## src/rtl/guess_scorer.sv

```systemverilog
// Purpose : scores a confirmed 4-peg guess against a latched secret (exact / colour-only counts),
//           tracks turn count, win and game-over for the current game.
// Latency : done pulses in the cycle after edge T+5+NUM_COLORS (start accepted at edge T);
//           with SCORE_EARLY_WIN_EN a perfect guess finishes after edge T+5.
// Backpr. : start is ignored while busy or game_over; new_game aborts scoring and wins over start.
//
// Ports:
//   clk, reset          - clock, synchronous active-high reset
//   new_game, secret0-3 - latch a new secret code, clear turn/win/game_over, abort scoring
//   start, guess0-3     - begin scoring the guess (pegs latched on the accepting edge)
//   busy, done          - scoring in progress / one-cycle result-valid pulse
//   exact, partial      - right colour+position / right colour, wrong position (0..4)
//   turn, win, game_over- completed turns, last guess was perfect, no more guesses allowed
// Optional: define SCORE_EARLY_WIN_EN to skip the colour phase when all four pegs match exactly.
module guess_scorer #(
    parameter int COLOR_W    = 3,
    parameter int NUM_COLORS = 8,
    parameter int MAX_TURNS  = 8
) (
    input  logic               clk,
    input  logic               reset,
    input  logic               new_game,
    input  logic [COLOR_W-1:0] secret0,
    input  logic [COLOR_W-1:0] secret1,
    input  logic [COLOR_W-1:0] secret2,
    input  logic [COLOR_W-1:0] secret3,
    input  logic               start,
    input  logic [COLOR_W-1:0] guess0,
    input  logic [COLOR_W-1:0] guess1,
    input  logic [COLOR_W-1:0] guess2,
    input  logic [COLOR_W-1:0] guess3,
    output logic               busy,
    output logic               done,
    output logic [2:0]         exact,
    output logic [2:0]         partial,
    output logic [3:0]         turn,
    output logic               win,
    output logic               game_over
);

    typedef enum logic [1:0] {IDLE, EXACT, COLOR, FINISH} state_t;

    state_t             state_q, state_d;
    logic [COLOR_W-1:0] sec_q [4];
    logic [COLOR_W-1:0] gue_q [4];
    logic [1:0]         idx_q;
    logic [COLOR_W-1:0] col_q;
    logic [2:0]         exact_acc;
    logic [2:0]         total_acc;

    logic               start_ok;
    logic               exact_hit;
    logic [2:0]         exact_acc_next;
    logic [2:0]         cnt_g, cnt_s, cnt_min;
    logic               last_col;
    logic [3:0]         turn_inc;
    logic               win_next;
    logic [2:0]         partial_next;

    always_comb begin
        start_ok       = start && !game_over;
        exact_hit      = (gue_q[idx_q] == sec_q[idx_q]);
        exact_acc_next = exact_acc + 3'(exact_hit);
        cnt_g          = 3'd0;
        cnt_s          = 3'd0;
        for (int i = 0; i < 4; i++) begin
            cnt_g = cnt_g + 3'(gue_q[i] == col_q);
            cnt_s = cnt_s + 3'(sec_q[i] == col_q);
        end
        cnt_min  = (cnt_g < cnt_s) ? cnt_g : cnt_s;
        last_col = (col_q == COLOR_W'(NUM_COLORS - 1));
        turn_inc = turn + 4'd1;
        win_next = (exact_acc == 3'd4);
        // Saturating: exact matches on colours outside the legal range are not in the
        // total, and the early-win path leaves total at zero; both must yield partial=0.
        partial_next = (total_acc > exact_acc) ? (total_acc - exact_acc) : 3'd0;
    end

    always_comb begin
        state_d = state_q;
        case (state_q)
            IDLE:   if (start_ok) state_d = EXACT;
            EXACT: begin
                if (idx_q == 2'd3) begin
`ifdef SCORE_EARLY_WIN_EN
                    state_d = (exact_acc_next == 3'd4) ? FINISH : COLOR;
`else
                    state_d = COLOR;
`endif
                end
            end
            COLOR:  if (last_col) state_d = FINISH;
            FINISH: state_d = IDLE;
            default: state_d = IDLE;
        endcase
        if (new_game) state_d = IDLE;
    end

    always_ff @(posedge clk) begin
        if (reset) state_q <= IDLE;
        else       state_q <= state_d;
    end

    always_ff @(posedge clk) begin
        if (reset) begin
            for (int i = 0; i < 4; i++) begin
                sec_q[i] <= '0;
                gue_q[i] <= '0;
            end
            idx_q     <= 2'd0;
            col_q     <= '0;
            exact_acc <= 3'd0;
            total_acc <= 3'd0;
            busy      <= 1'b0;
            done      <= 1'b0;
            exact     <= 3'd0;
            partial   <= 3'd0;
            turn      <= 4'd0;
            win       <= 1'b0;
            game_over <= 1'b0;
        end else if (new_game) begin
            sec_q[0]  <= secret0;
            sec_q[1]  <= secret1;
            sec_q[2]  <= secret2;
            sec_q[3]  <= secret3;
            busy      <= 1'b0;
            done      <= 1'b0;
            exact     <= 3'd0;
            partial   <= 3'd0;
            turn      <= 4'd0;
            win       <= 1'b0;
            game_over <= 1'b0;
        end else begin
            done <= 1'b0;
            case (state_q)
                IDLE: begin
                    if (start_ok) begin
                        gue_q[0]  <= guess0;
                        gue_q[1]  <= guess1;
                        gue_q[2]  <= guess2;
                        gue_q[3]  <= guess3;
                        idx_q     <= 2'd0;
                        col_q     <= '0;
                        exact_acc <= 3'd0;
                        total_acc <= 3'd0;
                        busy      <= 1'b1;
                    end
                end
                EXACT: begin
                    exact_acc <= exact_acc_next;
                    idx_q     <= idx_q + 2'd1;
                end
                COLOR: begin
                    total_acc <= total_acc + cnt_min;
                    col_q     <= col_q + 1'b1;
                end
                FINISH: begin
                    exact     <= exact_acc;
                    partial   <= partial_next;
                    turn      <= turn_inc;
                    win       <= win_next;
                    game_over <= win_next || (turn_inc == 4'(MAX_TURNS));
                    done      <= 1'b1;
                    busy      <= 1'b0;
                end
                default: ;
            endcase
        end
    end

endmodule

```

## config.mk

```make
export PLATFORM = sky130hd
export DESIGN_NAME = guess_scorer
export DESIGN_NICKNAME = d
export VERILOG_FILES = /design/src/rtl/guess_scorer.sv
export SDC_FILE = /design/constraint.sdc
export NUM_CORES = 1
export LEC_CHECK = 0
export BUFFER_PORTS_ARGS = -buffer_cell sky130_fd_sc_hd__buf_4
export CORE_AREA = 2 2 70 85
export DETAILED_ROUTE_END_ITERATION = 6
export DIE_AREA = 0 0 72 87
export PLACE_DENSITY = 0.75
export SYNTH_ARGS = -nofsm -noshare
export SYNTH_HDL_FRONTEND = slang
export SYNTH_SLANG_ARGS = --single-unit
```

## constraint.sdc

```tcl
create_clock -name clk -period 13.1 [get_ports clk]
set_input_delay 1.31 -clock clk [delete_from_list [all_inputs] [get_ports clk]]
set_output_delay 1.31 -clock clk [all_outputs]
set_load 0.01 [all_outputs]
```

==> impl_metrics.xml <==
<?xml version="1.0" encoding="UTF-8"?>
<metrics>
  <group name="global_route">
    <metric name="grt.total_usage" unit="%">16.5</metric>
    <metric name="grt.overflow.total" unit="">0</metric>
    <metric name="grt_start_max_net_pins" unit="">27</metric>
    <metric name="antenna_violations_before_repair" unit="">0</metric>
    <metric name="vias_in_the_first_global_route" unit="">1875</metric>
    <metric name="grt_pass1_wl" unit="um">8070</metric>
  </group>
  <group name="floorplan">
    <metric name="top_level_ports" unit="">42</metric>
    <metric name="floorplan.initialDensity" unit="%">52.6</metric>
    <metric name="die_x" unit="um">72</metric>
    <metric name="fp-row-count" unit="">30</metric>
    <metric name="core_area" unit="um2">5520</metric>
    <metric name="die_h" unit="um">87</metric>
    <metric name="floorplan.die_area" unit="um2">6260</metric>
  </group>
  <group name="clock_tree">
    <metric name="ctsResizeCount" unit="">0</metric>
    <metric name="cts_buffers" unit="">5</metric>
    <metric name="cts_root_buffer" unit="">clkbuf_8</metric>
    <metric name="clock_latency" unit="ns">0.31</metric>
    <metric name="clock_tree.htree_level_count" unit="">2</metric>
    <metric name="path_clk_slew" unit="ns">0.09</metric>
    <metric name="postCtsSetupBuffers" unit="">0</metric>
    <metric name="ctsLongestPathBuffers" unit="">2</metric>
    <metric name="tritoncts_clock_tree" unit="">done</metric>
    <metric name="cts.sink_count" unit="">53</metric>
    <metric name="ctsHoldBuffers" unit="">0</metric>
  </group>
  <group name="sta">
    <metric name="final.setup_skew" unit="ns">0.00601</metric>
    <metric name="slew_headroom" unit="%">24.0</metric>
    <metric name="layout_worst_path_cycle_share" unit="%">34.3</metric>
    <metric name="setup_slack" unit="ns">8.61</metric>
    <metric name="maximum_operating_frequency" unit="MHz">223</metric>
    <metric name="report.final.hold_viol_count" unit="">0</metric>
    <metric name="setup_viol" unit="">0</metric>
    <metric name="setup_repair_after_global_routing_missed_its_margin" unit="">false</metric>
    <metric name="finalWorstPathRequiredPeriod" unit="ns">4.49</metric>
    <metric name="slew_viol_final" unit="">0</metric>
    <metric name="fin_setup_tns" unit="ns">0</metric>
    <metric name="tightestPinTransition" unit="ns">1.14</metric>
  </group>
  <group name="place">
    <metric name="place_worst_setup_slack" unit="ns">8.62</metric>
    <metric name="gpl.final_weighted_congestion" unit="">0.817</metric>
    <metric name="area_of_placed_instances" unit="um2">3250</metric>
    <metric name="dpl.hpwl" unit="um">3860</metric>
    <metric name="port_buffers" unit="">41</metric>
  </group>
  <group name="final_layout">
    <metric name="filler_cell_count" unit="">475</metric>
    <metric name="finalInstanceArea" unit="um2">3340</metric>
    <metric name="num_antenna_cells" unit="">0</metric>
    <metric name="areaGrowthSynthToFinish" unit="%">14.9</metric>
    <metric name="most_frequent_standard_cell_in_the_layout_excluding_fill_and_tap_cells" unit="">buf_4</metric>
    <metric name="post_route_cells_drive_above_1_share" unit="%">16.1</metric>
    <metric name="final_cell_mix" unit="">buf_4, dfxtp_1, xor2_1, nor2_1, and2_1</metric>
    <metric name="nNetsFinal" unit="">368</metric>
  </group>
  <group name="yosys">
    <metric name="post_synth_instance_area" unit="um2">2900</metric>
    <metric name="postSynth.asyncResetShare" unit="%">0</metric>
    <metric name="synthesis.nets" unit="">330</metric>
    <metric name="synth-main-ff-cell" unit="">dfxtp_1</metric>
    <metric name="synth-seq-area-share" unit="%">44.8</metric>
    <metric name="synth.distinct_cells" unit="">37</metric>
    <metric name="postSynthRegisterBits" unit="">53</metric>
    <metric name="count_of_flip_flops_with_a_built_in_enable_after_synthesis" unit="">24</metric>
    <metric name="avgSynthCellArea" unit="um2">10.4</metric>
    <metric name="synth-warning-count" unit="">0</metric>
    <metric name="synthesis.instances" unit="">278</metric>
  </group>
  <group name="route">
    <metric name="route.top_layer_used" unit="">met4</metric>
    <metric name="firstDrtPassIters" unit="">4</metric>
    <metric name="drt_iter0_drc" unit="">49</metric>
    <metric name="dr_wl_met3" unit="um">152</metric>
    <metric name="dr_total_vias" unit="">2002</metric>
    <metric name="routed_wl" unit="um">5050</metric>
    <metric name="avgRoutedWirePerCell" unit="um">13.2</metric>
    <metric name="routed_via_density" unit="">5.25</metric>
    <metric name="drt.antenna.violating_nets" unit="">0</metric>
    <metric name="remaining_drc_errors" unit="">0</metric>
    <metric name="met2RoutedLength" unit="um">2530</metric>
    <metric name="drt_met1_wl" unit="um">2280</metric>
  </group>
  <group name="critical_path">
    <metric name="r2r_start" unit="">col_q[0]</metric>
    <metric name="r2r.worst_path.cells" unit="">15</metric>
    <metric name="path_class" unit="">reg -&gt; reg</metric>
    <metric name="critPathRequiredTime" unit="ns">13.30</metric>
    <metric name="cp_cell_sequence" unit="">xor2_1, nor3_1, fa_1, ha_1, ha_1, ha_1, a21o_1, a21oi_1, mux2_2, ha_1, fa_1, nand2b_1, a21boi_0, nor4_1, nand3b_1</metric>
    <metric name="setup.reg_to_reg.worst_slack" unit="ns">8.61</metric>
    <metric name="timing.critical_path.slowest_stage_cell" unit="">dfxtp_1</metric>
    <metric name="critical_path.top_delay_family" unit="">adder cells</metric>
    <metric name="timing.critical_path.from" unit="">col_q[0]</metric>
    <metric name="worst_reg2reg_path_endpoint" unit="">total_acc[2]</metric>
    <metric name="buf_inv_on_cp" unit="">0</metric>
    <metric name="largest_driver_fanout_on_the_critical_path" unit="">10</metric>
    <metric name="critPathMaxStageDelay" unit="ns">0.68</metric>
    <metric name="worst_setup_path_end_kind" unit="">flip-flop</metric>
    <metric name="setup.worst_path.end" unit="">total_acc[2]</metric>
    <metric name="launching_element_type_of_the_critical_path" unit="">flip-flop</metric>
    <metric name="worst-path-stages" unit="">15</metric>
    <metric name="critPathMostFrequentCell" unit="">ha_1</metric>
    <metric name="cp_data_arrival_time" unit="ns">4.69</metric>
  </group>
  <group name="power_and_ir_drop">
    <metric name="power.density" unit="nW/um2">101</metric>
    <metric name="leakagePower" unit="nW">1.42</metric>
    <metric name="p_sw" unit="mW">0.0876</metric>
    <metric name="irDropWorstVdd" unit="mV">0.0566</metric>
    <metric name="portion_of_total_power_attributed_to_sequential_cells" unit="%">55.4</metric>
    <metric name="internal_power" unit="mW">0.248</metric>
    <metric name="gate_power_share" unit="%">17.9</metric>
    <metric name="sw_frac_of_total" unit="%">26.1</metric>
    <metric name="p_clk_share" unit="%">26.7</metric>
    <metric name="power_consumption" unit="mW">0.336</metric>
  </group>
  <group name="job">
    <metric name="cap_violations" unit="">0</metric>
  </group>
  <group name="hold_path">
    <metric name="timing.hold.worst.class" unit="">reg -&gt; reg</metric>
  </group>
  <group name="run_status">
    <metric name="result_of_the_run" unit="">finished, final reports clean</metric>
  </group>
</metrics>
power by group through the flow:
stage | registers (mW) | logic [mW] | clock network (mW)
global placement | 0.190 | 0.0581 | 0
floorplan | 0.188 | 0.0444 | 0
detailed placement | 0.190 | 0.0601 | 0
finish | 0.186 | 0.0601 | 0.0897
CTS | 0.186 | 0.0608 | 0.0930
global route | 0.187 | 0.0685 | 0.0979
how the worst min path moves through the flow:
stage	start	to	slack (ns)	cells past startpoint
finish	partial[2]	partial[2]	0.47	2
global route	partial[2]	partial[2]	0.49	2
CTS	partial[2]	partial[2]	0.47	2
detailed placement	partial[2]	partial[2]	0.45	2
global placement	partial[2]	partial[2]	0.44	2
floorplan	exact_acc[2]	exact_acc[2]	0.48	2
flip-flops by register name, summed over array words and instances, names as in the netlist, 2 cells and up, named ones only:
signal and cells:
col_q 3, exact 3, exact_acc 3, gue_q 12, idx_q 2, partial 3, sec_q 12, state_q 2
total_acc 3, turn 4
metal layers:
metal,global-route usage (%),vias to the layer above
met5,0,-
met4,6.17,0
met3,2.78,5
met2,28.8,33
met1,20.4,938
li1,-,1026
cell families (layout without fill, tap and decap cells):
| kind of cell | count (synthesis) | after routing | synth area share, % |
|---|---|---|---|
| XOR/XNOR | 41 | 41 | 12.4 |
| multiplexers | 10 | 10 | 3.53 |
| buffers and inverters | 27 | 66 | 3.62 |
| AO/OA/AOI/OAI | 36 | 36 | 8.36 |
| flip-flops | 53 | 53 | 44.8 |
| adder cells (fa/ha/maj) | 24 | 24 | 11.4 |
| AND/OR/NAND/NOR | 87 | 87 | 15.9 |
worst register-to-register path: cells and delay by family (launching register included):
family	cells	cell delay [ns]
XOR/XNOR	1	0.15
AO/OA/AOI/OAI	3	0.62
multiplexers	1	0.37
flip-flops	1	0.68
adder cells (fa/ha/maj)	6	1.89
AND/OR/NAND/NOR	4	0.69
final cells by class:
type	instances	area, um2	share of cell area [%]
sequential	53	1300	39.0
clock inverter	3	17.5	0.525
inverter	17	63.8	1.91
tap	64	80.1	2.40
clock buffer	5	68.8	2.06
multi-input combinational	198	1500	44.9
timing repair buffer	41	308	9.22
per-stage QoR:
stage	hold slack (ns)	cells	util (%)
floorplan	0.480	278	-
global placement	0.439	373	58.9
detailed placement	0.448	373	58.9
CTS	0.471	381	60.5
global route	0.493	381	60.5
finish	0.467	381	60.5
synthesized netlist by cell type (4+ instances only):
master	number	area [um2]
nor2_1	26	97.6
nand3_1	4	20.0
o21ai_0	5	25.0
edfxtp_1	24	721
nand2b_1	7	43.8
and2_1	25	156
ha_1	20	250
a21oi_1	7	35.0
a22oi_1	7	52.6
nor3_1	8	40.0
inv_1	17	63.8
nand2_1	5	18.8
xnor2_1	14	123
dfxtp_1	29	581
a211oi_1	5	37.5
clkbuf_1	7	26.3
fa_1	4	80.1
mux2i_1	8	80.1
xor2_1	27	236
(Power assumes the default switching activity.)
